<file path="src/rtl/memory_game_pkg.sv">
// Shared constants, secret sequence and FSM state type for the memory game.
package memory_game_pkg;

    localparam int DATA_W = 4;
    localparam int DEPTH  = 10;
    localparam int ADDR_W = 4;

    localparam logic [ADDR_W-1:0] LAST_ADDR = ADDR_W'(DEPTH - 1);

    // Entry 0 sits in the least significant nibble.
    localparam logic [DEPTH-1:0][DATA_W-1:0] ROM_INIT = {
        4'b0111, 4'b1000, 4'b0001, 4'b1111, 4'b1001,
        4'b0101, 4'b1100, 4'b0011, 4'b0110, 4'b1010
    };

    typedef enum logic [1:0] {
        IDLE   = 2'd0,
        EVAL   = 2'd1,
        SETTLE = 2'd2
    } state_t;

endpackage

</file>
<file path="src/rtl/memory_game_rom.sv">
// Synchronous-read secret sequence ROM; registered output maps onto block RAM.
module memory_game_rom
    import memory_game_pkg::*;
(
    input  logic              clk,
    input  logic [ADDR_W-1:0] addr,
    output logic [DATA_W-1:0] data
);

    always_ff @(posedge clk) begin
        data <= ROM_INIT[addr];
    end

endmodule

</file>
<file path="src/rtl/memory_game_top.sv">
// Memory game: synchronised button/switches, one evaluation per press, LEDs show last verdict.
module memory_game_top
    import memory_game_pkg::*;
(
    input  logic              clk,
    input  logic              rst_n,
    input  logic [DATA_W-1:0] switches,
    input  logic              btn0,
    output logic              led0,
    output logic              led1
);

    logic [1:0]        btn_sync;
    logic              btn_prev;
    logic [DATA_W-1:0] sw_s1;
    logic [DATA_W-1:0] sw_s2;
    logic              press;
    logic [ADDR_W-1:0] address;
    logic [DATA_W-1:0] rom_data;
    logic              hit;
    state_t            state;
    state_t            state_next;

    memory_game_rom u_rom (
        .clk  (clk),
        .addr (address),
        .data (rom_data)
    );

    // Switches ride the same two-flop path as the button so both land together.
    always_ff @(posedge clk or negedge rst_n) begin
        if (!rst_n) begin
            btn_sync <= '0;
            btn_prev <= 1'b0;
            sw_s1    <= '0;
            sw_s2    <= '0;
        end else begin
            btn_sync <= {btn_sync[0], btn0};
            btn_prev <= btn_sync[1];
            sw_s1    <= switches;
            sw_s2    <= sw_s1;
        end
    end

    assign press = btn_sync[1] & ~btn_prev;
    assign hit   = (sw_s2 == rom_data);

    always_ff @(posedge clk or negedge rst_n) begin
        if (!rst_n) state <= IDLE;
        else        state <= state_next;
    end

    // Presses seen outside IDLE are dropped.
    always_comb begin
        state_next = state;
        case (state)
            IDLE:    if (press) state_next = EVAL;
            EVAL:    state_next = SETTLE;
            SETTLE:  state_next = IDLE;
            default: state_next = IDLE;
        endcase
    end

    always_ff @(posedge clk or negedge rst_n) begin
        if (!rst_n) begin
            address <= '0;
            led0    <= 1'b0;
            led1    <= 1'b0;
        end else if (state == EVAL) begin
            led0 <= hit;
            led1 <= ~hit;
            if (hit) address <= (address == LAST_ADDR) ? '0 : address + 1'b1;
        end
    end

endmodule

</file>
<file path="config.mk">
export PLATFORM = sky130hd
export DESIGN_NAME = memory_game_top
export DESIGN_NICKNAME = d
export VERILOG_FILES = /design/src/rtl/memory_game_pkg.sv /design/src/rtl/memory_game_rom.sv /design/src/rtl/memory_game_top.sv
export SDC_FILE = /design/constraint.sdc
export NUM_CORES = 1
export LEC_CHECK = 0
export BUFFER_PORTS_ARGS = -buffer_cell sky130_fd_sc_hd__buf_2
export CAP_MARGIN = 25
export CORE_MARGIN = 2
export CORE_UTILIZATION = 58
export CTS_BUF_LIST = sky130_fd_sc_hd__clkbuf_4 sky130_fd_sc_hd__clkbuf_8 sky130_fd_sc_hd__clkbuf_16
export DETAILED_ROUTE_END_ITERATION = 8
export PLACE_DENSITY = 0.89
export SYNTH_ARGS = -nofsm -noshare
export SYNTH_HDL_FRONTEND = slang
export SYNTH_SLANG_ARGS = --single-unit
</file>
<file path="constraint.sdc">
create_clock -name clk -period 3.4 [get_ports clk]
set_input_delay 0.68 -clock clk [delete_from_list [all_inputs] [get_ports clk]]
set_output_delay 0.68 -clock clk [all_outputs]
set_load 0.01 [all_outputs]
</file>
==> results of run 1 <==
Yosys cell counts:
master     n  area [µm²]
nand3_2    1       10.01
clkbuf_1   2       7.510
o21bai_1   1       7.510
xor2_1     1       8.760
o22ai_1    2       12.51
xnor2_1    5       43.79
a221oi_1   1       8.760
mux2_2     1       11.26
nor3_1     3       15.01
o21ai_0    1       5.000
mux2i_1    1       10.01
a21oi_1    2       10.01
o31a_1     1       8.760
ha_1       3       37.54
dfxtp_1    4       80.08
nor2_1     7       26.28
nand2b_1   1       6.260
nor2b_4    1       13.76
a211o_1    1       8.760
dfrtp_1   19       475.5
nor4b_1    1       8.760
nor4_1     1       6.260
inv_1      4       15.01
o21a_1     1       7.510
nand2_1    4       15.01
worst max path at each step:
stage / startpoint / to / cells past startpoint
2_1_floorplan: address[1] / address[3] / 5
3_3_place_gp: address[1] / address[3] / 5
3_5_place_dp: address[1] / address[3] / 5
4_1_cts: led1 / led1 / 1
5_1_grt: sw_s2[2] / address[2] / 4
6_report: led1 / led1 / 1
cell type report:
type                            count  area [µm²]  share of cell area
Clock inverter                      1       5.005            0.005333
Timing Repair Buffer                8       40.04             0.04267
Multi-Input combinational cell     40       281.5              0.3000
Tap cell                           15       18.77             0.02000
Inverter                            4       15.01             0.01600
Clock buffer                        3       22.52             0.02400
Sequential cell                    23       555.5              0.5920
flip-flops by register name, indices dropped and copies added, names as in the netlist:
register / count
btn_sync: 2
u_rom.data: 4
address: 4
state: 2
sw_s1: 4
led1: 1
sw_s2: 4
btn_prev: 1
led0: 1
per-stage QoR:
stage                       util  hold WS [ns]  power [mW]  instances
final                     0.6951        0.2775      0.5875         94
after global routing      0.6951        0.3065      0.6260         94
after CTS                 0.6951        0.2888      0.5938         94
after detailed placement  0.6747        0.3364      0.4726         90
after global placement    0.6747        0.3347      0.4651         90
after floorplan                -        0.3312      0.4337         69
layer usage:
layer,GRT usage,vias to the layer above,part of all wire
li1,-,248,-
met1,0.2450,266,0.43
met2,0.2862,13,0.51
met4,0.03750,0,0.011
met5,0,-,0
met3,0.07759,4,0.053
power groups by stage:
| stage | Combinational [mW] | Sequential [mW] | Clock (mW) |
|---|---|---|---|
| floorplan | 0.0918 | 0.342 | 0 |
| global placement | 0.120 | 0.346 | 0 |
| detailed placement | 0.124 | 0.349 | 0 |
| CTS | 0.129 | 0.343 | 0.121 |
| global route | 0.145 | 0.348 | 0.134 |
| finish | 0.127 | 0.343 | 0.118 |
logic make-up after synthesis:
kind of cell,after synthesis,synth area share
flops,23,0.6463
fa+ha+maj,3,0.04367
compound gates,10,0.08006
mux,2,0.02474
simple gates,19,0.1179
buf+inv,6,0.02620
xor+xnor,6,0.06113
==> results.md, run 1 <==
- Status: completed
- Hpwl dp: 961.8 µm
- CTS Sinks: 23
- Worst Tran Pin Value: 0.3945 ns
- Vias in the first global route: 506
- Drt first-iter violations: 24
- CTS root buffer: clkbuf_4
- Die height: 42.50 µm
- Synth unique cells: 25
- Num CTS Buffers: 3
- Combinational share of power: 0.216
- Routed len/inst: around 14 µm
- Cell Chain, Critical Path: buf_2
- Chip Width: between 40 and 50 µm
- Synth warnings: 0
- Slew Limit Fails: 0
- Period Utilization, post-route: 0.4485
- Worst R2R Path Depth: 5
- Largest net degree at the start of global routing: 20
- Clk_lat worst skew: 0.30 ns
- Sequential fraction of the synthesis area: 0.6463
- Setup violators final: 0
- Final Hold Fails: 0
- Register-to-register setup slack: 1.89 ns
- Skew final: 0.008721 ns
- First-pass GRT wire length: 2.366 mm
- Worst slew margin: 0.7370
- Post-route ant nets: 0
- Gr usage total: 0.1846
- CP startpoint kind: register
- Internal: 411.8 µW
- CORE AREA: approximately 0.0014 mm²
- Setup crit end kind: primary output
- PnR worst setup slack: 1.875 ns
- Reg-to-reg startpoint: address[1]
- Initial antenna violation count: 0
- Max-Cap Viols: 0
- Max VDD drop: 387.5 µV
- CP max-delay cell: dfrtp_1
- Reg power frac: 0.583
- Leading cell types in the layout, fill and taps excluded: 19 x dfrtp_1, 8 x buf_2, 7 x nor2_1
- Clock power share: 0.201
- Fillers: 110
- CP required: 2.72 ns
- CP arrival: approximately 0.84 ns
- Synthesized area: approximately 860 µm²
- Sw Pwr: 175.7 µW
- Clk buf depth: 2
- Hold Buf Count CTS: 0
- Area Growth Syn to Fin: 9.170%
- GPL Wtd Cong: approximately 0.9
- Final #Nets: 90
- Vias: roughly 530
- CTS tree: done
- Sw Ratio: 0.2991
- Rows: 13
- Yosys reg bits: 23
- PortBufs: 8
- Layout cells sized above 1: 0.1899
- Hold Crit Class: in2async
- Peak Freq: 655.8 MHz
- RR Endpoint: address[3]
- Via density: 5.649
- I/O pin total: 9
- Kind of critical path: reg2out
- Pwr Density: 626.1 mW/mm²
- Clock transition at the registers of the reported paths: ~0.12 ns
- RSZ-0062 raised after global routing: no
- Drt drc: 0
- CP bufs+invs: 1
- Initial Utilization: 0.6367
- CP delay by family, top: flip-flops
- Maximum fanout along the worst path: 2
- Critical path's largest stage delay: about 0.4 ns
- Setup TNS: 0 ns
- Postcts setup bufs: 0
- Minimum clock period: 1.525 ns
- Leak pwr: 0.4173 nW
- Syn nets: 79
- Design area: ~940 µm²
- CTS resizes: 0
- Post-DP Area: 910.9 µm²
- First-pass detailed-route iteration total: 4
- Post-placement setup slack: 1.972 ns
- H-tree depth: 1
- Die area: about 0.0018 mm²
- Post-Synthesis Cells: 69
- Antenna diodes: 0
- Synth Area per Inst: ~12 µm²
- Grt ovf: 0
- Most common cell after layout, fill and taps aside: dfrtp_1
- Final wirelength: 1.330 mm
Note: power is estimated with default switching activity, not from simulation.
==> run 2, diff against run 1 <==
--- a/config.mk
+++ b/config.mk
@@ -8,10 +8,10 @@
 export BUFFER_PORTS_ARGS = -buffer_cell sky130_fd_sc_hd__buf_2
 export CAP_MARGIN = 25
 export CORE_MARGIN = 2
-export CORE_UTILIZATION = 58
+export CORE_UTILIZATION = 49
 export CTS_BUF_LIST = sky130_fd_sc_hd__clkbuf_4 sky130_fd_sc_hd__clkbuf_8 sky130_fd_sc_hd__clkbuf_16
 export DETAILED_ROUTE_END_ITERATION = 8
-export PLACE_DENSITY = 0.89
+export PLACE_DENSITY = 0.81
 export SYNTH_ARGS = -nofsm -noshare
 export SYNTH_HDL_FRONTEND = slang
 export SYNTH_SLANG_ARGS = --single-unit
==> constraint.sdc (replaced) <==
create_clock -name clk -period 1.3 [get_ports clk]
set_input_delay 0.26 -clock clk [delete_from_list [all_inputs] [get_ports clk]]
set_output_delay 0.26 -clock clk [all_outputs]
set_load 0.01 [all_outputs]
==> run 2 against run 1 <==
The flow now finishes with violations (negative setup slack). Clock-buffer cell count rose by 1. Die area grew 17%. Wire length is 14% higher. Worst setup slack got worse by 2.0 ns. Sequential cell count unchanged. Core utilization decreased by 3.2 points. First-iteration DRC count decreased by 25%. Sequential power rose to 2.6 times the previous value. Largest cell class unchanged. Largest power group unchanged. Highest routed layer unchanged.
==> results.md, run 2 (synthesized netlist as in run 1, its figures left out) <==
- Via density: just over 5
- Worst Tran Pin Value: 0.4184 ns
- Hold depth: 1
- Sw Ratio: 0.2891
- Most common cell after layout, fill and taps aside: dfrtp_1
- Max-Cap Viols: 0
- CORE AREA: 0.001689 mm²
- I/O pin total: 9
- Combinational share of power: 0.337
- Reg power frac: 0.487
- CP startpoint kind: register
- Layout cells sized above 1: 0.4255
- Clk buf depth: 2
- Slew Limit Fails: 0
- Grt ovf: 0
- Minimum clock period: between 1 and 1.5 ns
- Critical path's largest stage delay: 0.39 ns
- Skew final: 0.002799 ns
- Clock power share: 0.175
- H-tree depth: 1
- CP bufs+invs: 0
- Worst R2R Path Depth: 4
- Worst slew margin: 0.7211
- Fillers: between 100 and 150
- Num CTS Buffers: 3
- Final wirelength: 1.511 mm
- Cell Chain, Critical Path: xnor2_1 -> nand3_2 -> nor3_2 -> mux2_4
- Largest net degree at the start of global routing: 20
- Initial Utilization: 0.5089
- CTS tree: done
- First-pass GRT wire length: 2.435 mm
- CP max-delay cell: dfrtp_1
- Kind of critical path: reg2reg
- Hold Crit Class: in2reg
- RR Endpoint: address[2]
- PortBufs: 8
- Util after Layout: 0.6630
- Final Hold Fails: 0
- Period Utilization, post-route: 1.076
- Initial antenna violation count: 0
- Die area: 0.002105 mm²
- Register-to-register setup slack: -0.1 ns
- GPL Wtd Cong: around 0.83
- Internal: 1.313 mW
- Failing checks: negative setup slack
- CP delay by family, top: simple AND/OR/NAND/NOR gates
- Setup crit end kind: register
- Max VDD drop: a little under 800 µV
- Die height: 45.89 µm
- Gr usage total: 0.1680
- Clock transition at the registers of the reported paths: 0.11 ns
- Final #Nets: ~110
- Post-DP Area: 983.4 µm²
- Reg-to-reg startpoint: sw_s2[2]
- Pwr Density: between 1500 and 2000 mW/mm²
- Power, Total: 1.847 mW
- Setup violators final: 4
- Status: finished, violations left
- Post-route ant nets: 0
- Leading cell types in the layout, fill and taps excluded: 18 x dfrtp_1, 14 x buf_4, 8 x buf_2
- Worst Hold Launch: switches[0]
- Rows: 15
- Peak Freq: 714.6 MHz
- Sw Pwr: 533.8 µW
- Hold EP: sw_s1[0]
- CTS Sinks: 23
- Chip Width: 45.89 µm
- Drt drc: 0
- RSZ-0062 raised after global routing: yes
- CP arrival: 1.59 ns
- Hold_ws: 0.05712 ns
- PnR worst setup slack: -0.09939 ns
- Antenna diodes: 0
- CTS root buffer: clkbuf_4
- Drt first-iter violations: 18
- Design area: 0.001120 mm²
- Vias: approximately 570
- Vias in the first global route: 570
- Clk_lat worst skew: 0.30 ns
- First-pass detailed-route iteration total: 4
- Hpwl dp: 1.020 mm
- Maximum fanout along the worst path: 5
- Area Growth Syn to Fin: 30.28%
- CP required: 1.50 ns
- Leak pwr: 0.5041 nW
- Routed len/inst: about 14 µm
-- run 2: cell types whose count changed in the layout (fill, tap and decap cells not counted), sizes merged --
cell and delta:
buf +14, clkbuf +1, clkinv -1, dlygate4sd3 +1
-- run 2: worst max path at each step --
| stage | cells after the start | endpoint | slack, ns | startpoint |
|---|---|---|---|---|
| detailed placement | 4 | address[2] | -0.09 | sw_s2[3] |
| global route | 4 | address[2] | -0.12 | sw_s2[2] |
| floorplan | 4 | address[2] | 0.01 | sw_s2[3] |
| global placement | 4 | address[2] | -0.05 | sw_s2[3] |
| CTS | 4 | address[2] | -0.04 | sw_s2[2] |
| finish | 4 | address[2] | -0.1 | sw_s2[2] |
-- run 2: worst register-to-register path: stages, from the launching register on --
cell and delay (ns):
dfrtp_1 0.39, xnor2_1 0.18, nand3_2 0.16, nor3_2 0.26, mux2_4 0.32
-- run 2: layout make-up --
cell class              instances  area (µm²)  share of cell area
clock buffers                   4       30.03             0.02682
flip-flops and latches         23       556.8              0.4972
inverters                       4       15.01             0.01341
repair buffers                 23       155.1              0.1385
multi-input cells              40       341.6              0.3050
well taps                      17       21.27             0.01899
-- run 2: timing repair --
item / in CTS / in global routing
pin swaps: 3 / 0
endpoints found under the setup margin: 3 / 5
buffers inserted: 3 / 2
hold buffers: 1 / 0
endpoints found under the hold margin: 19 / 0
resized for setup: 8 / 3
-- run 2: power groups by stage --
stage	clock [mW]	sequential [mW]	combinational, mW
detailed placement	0	0.899	0.450
global route	0.377	0.917	0.678
CTS	0.338	0.902	0.529
finish	0.324	0.900	0.623
floorplan	0	0.896	0.243
global placement	0	0.896	0.438
-- run 2: per-stage QoR --
step | setup TNS [ns] | cells | setup WS (ns)
after floorplan | 0 | 69 | 0.01409
after global placement | -0.07650 | 101 | -0.04706
after detailed placement | -0.1933 | 101 | -0.09483
after CTS | -0.1085 | 109 | -0.04086
after global routing | -0.3938 | 111 | -0.1203
final | -0.1800 | 111 | -0.09939
-- run 2: layer usage --
layer  global-route usage  vias up  wire length (µm)
li1                     -      282                 -
met5                    0        -                 0
met4              0.06286        0                10
met1               0.1910      275               638
met2               0.2833        8               824
met3              0.06349        2                38
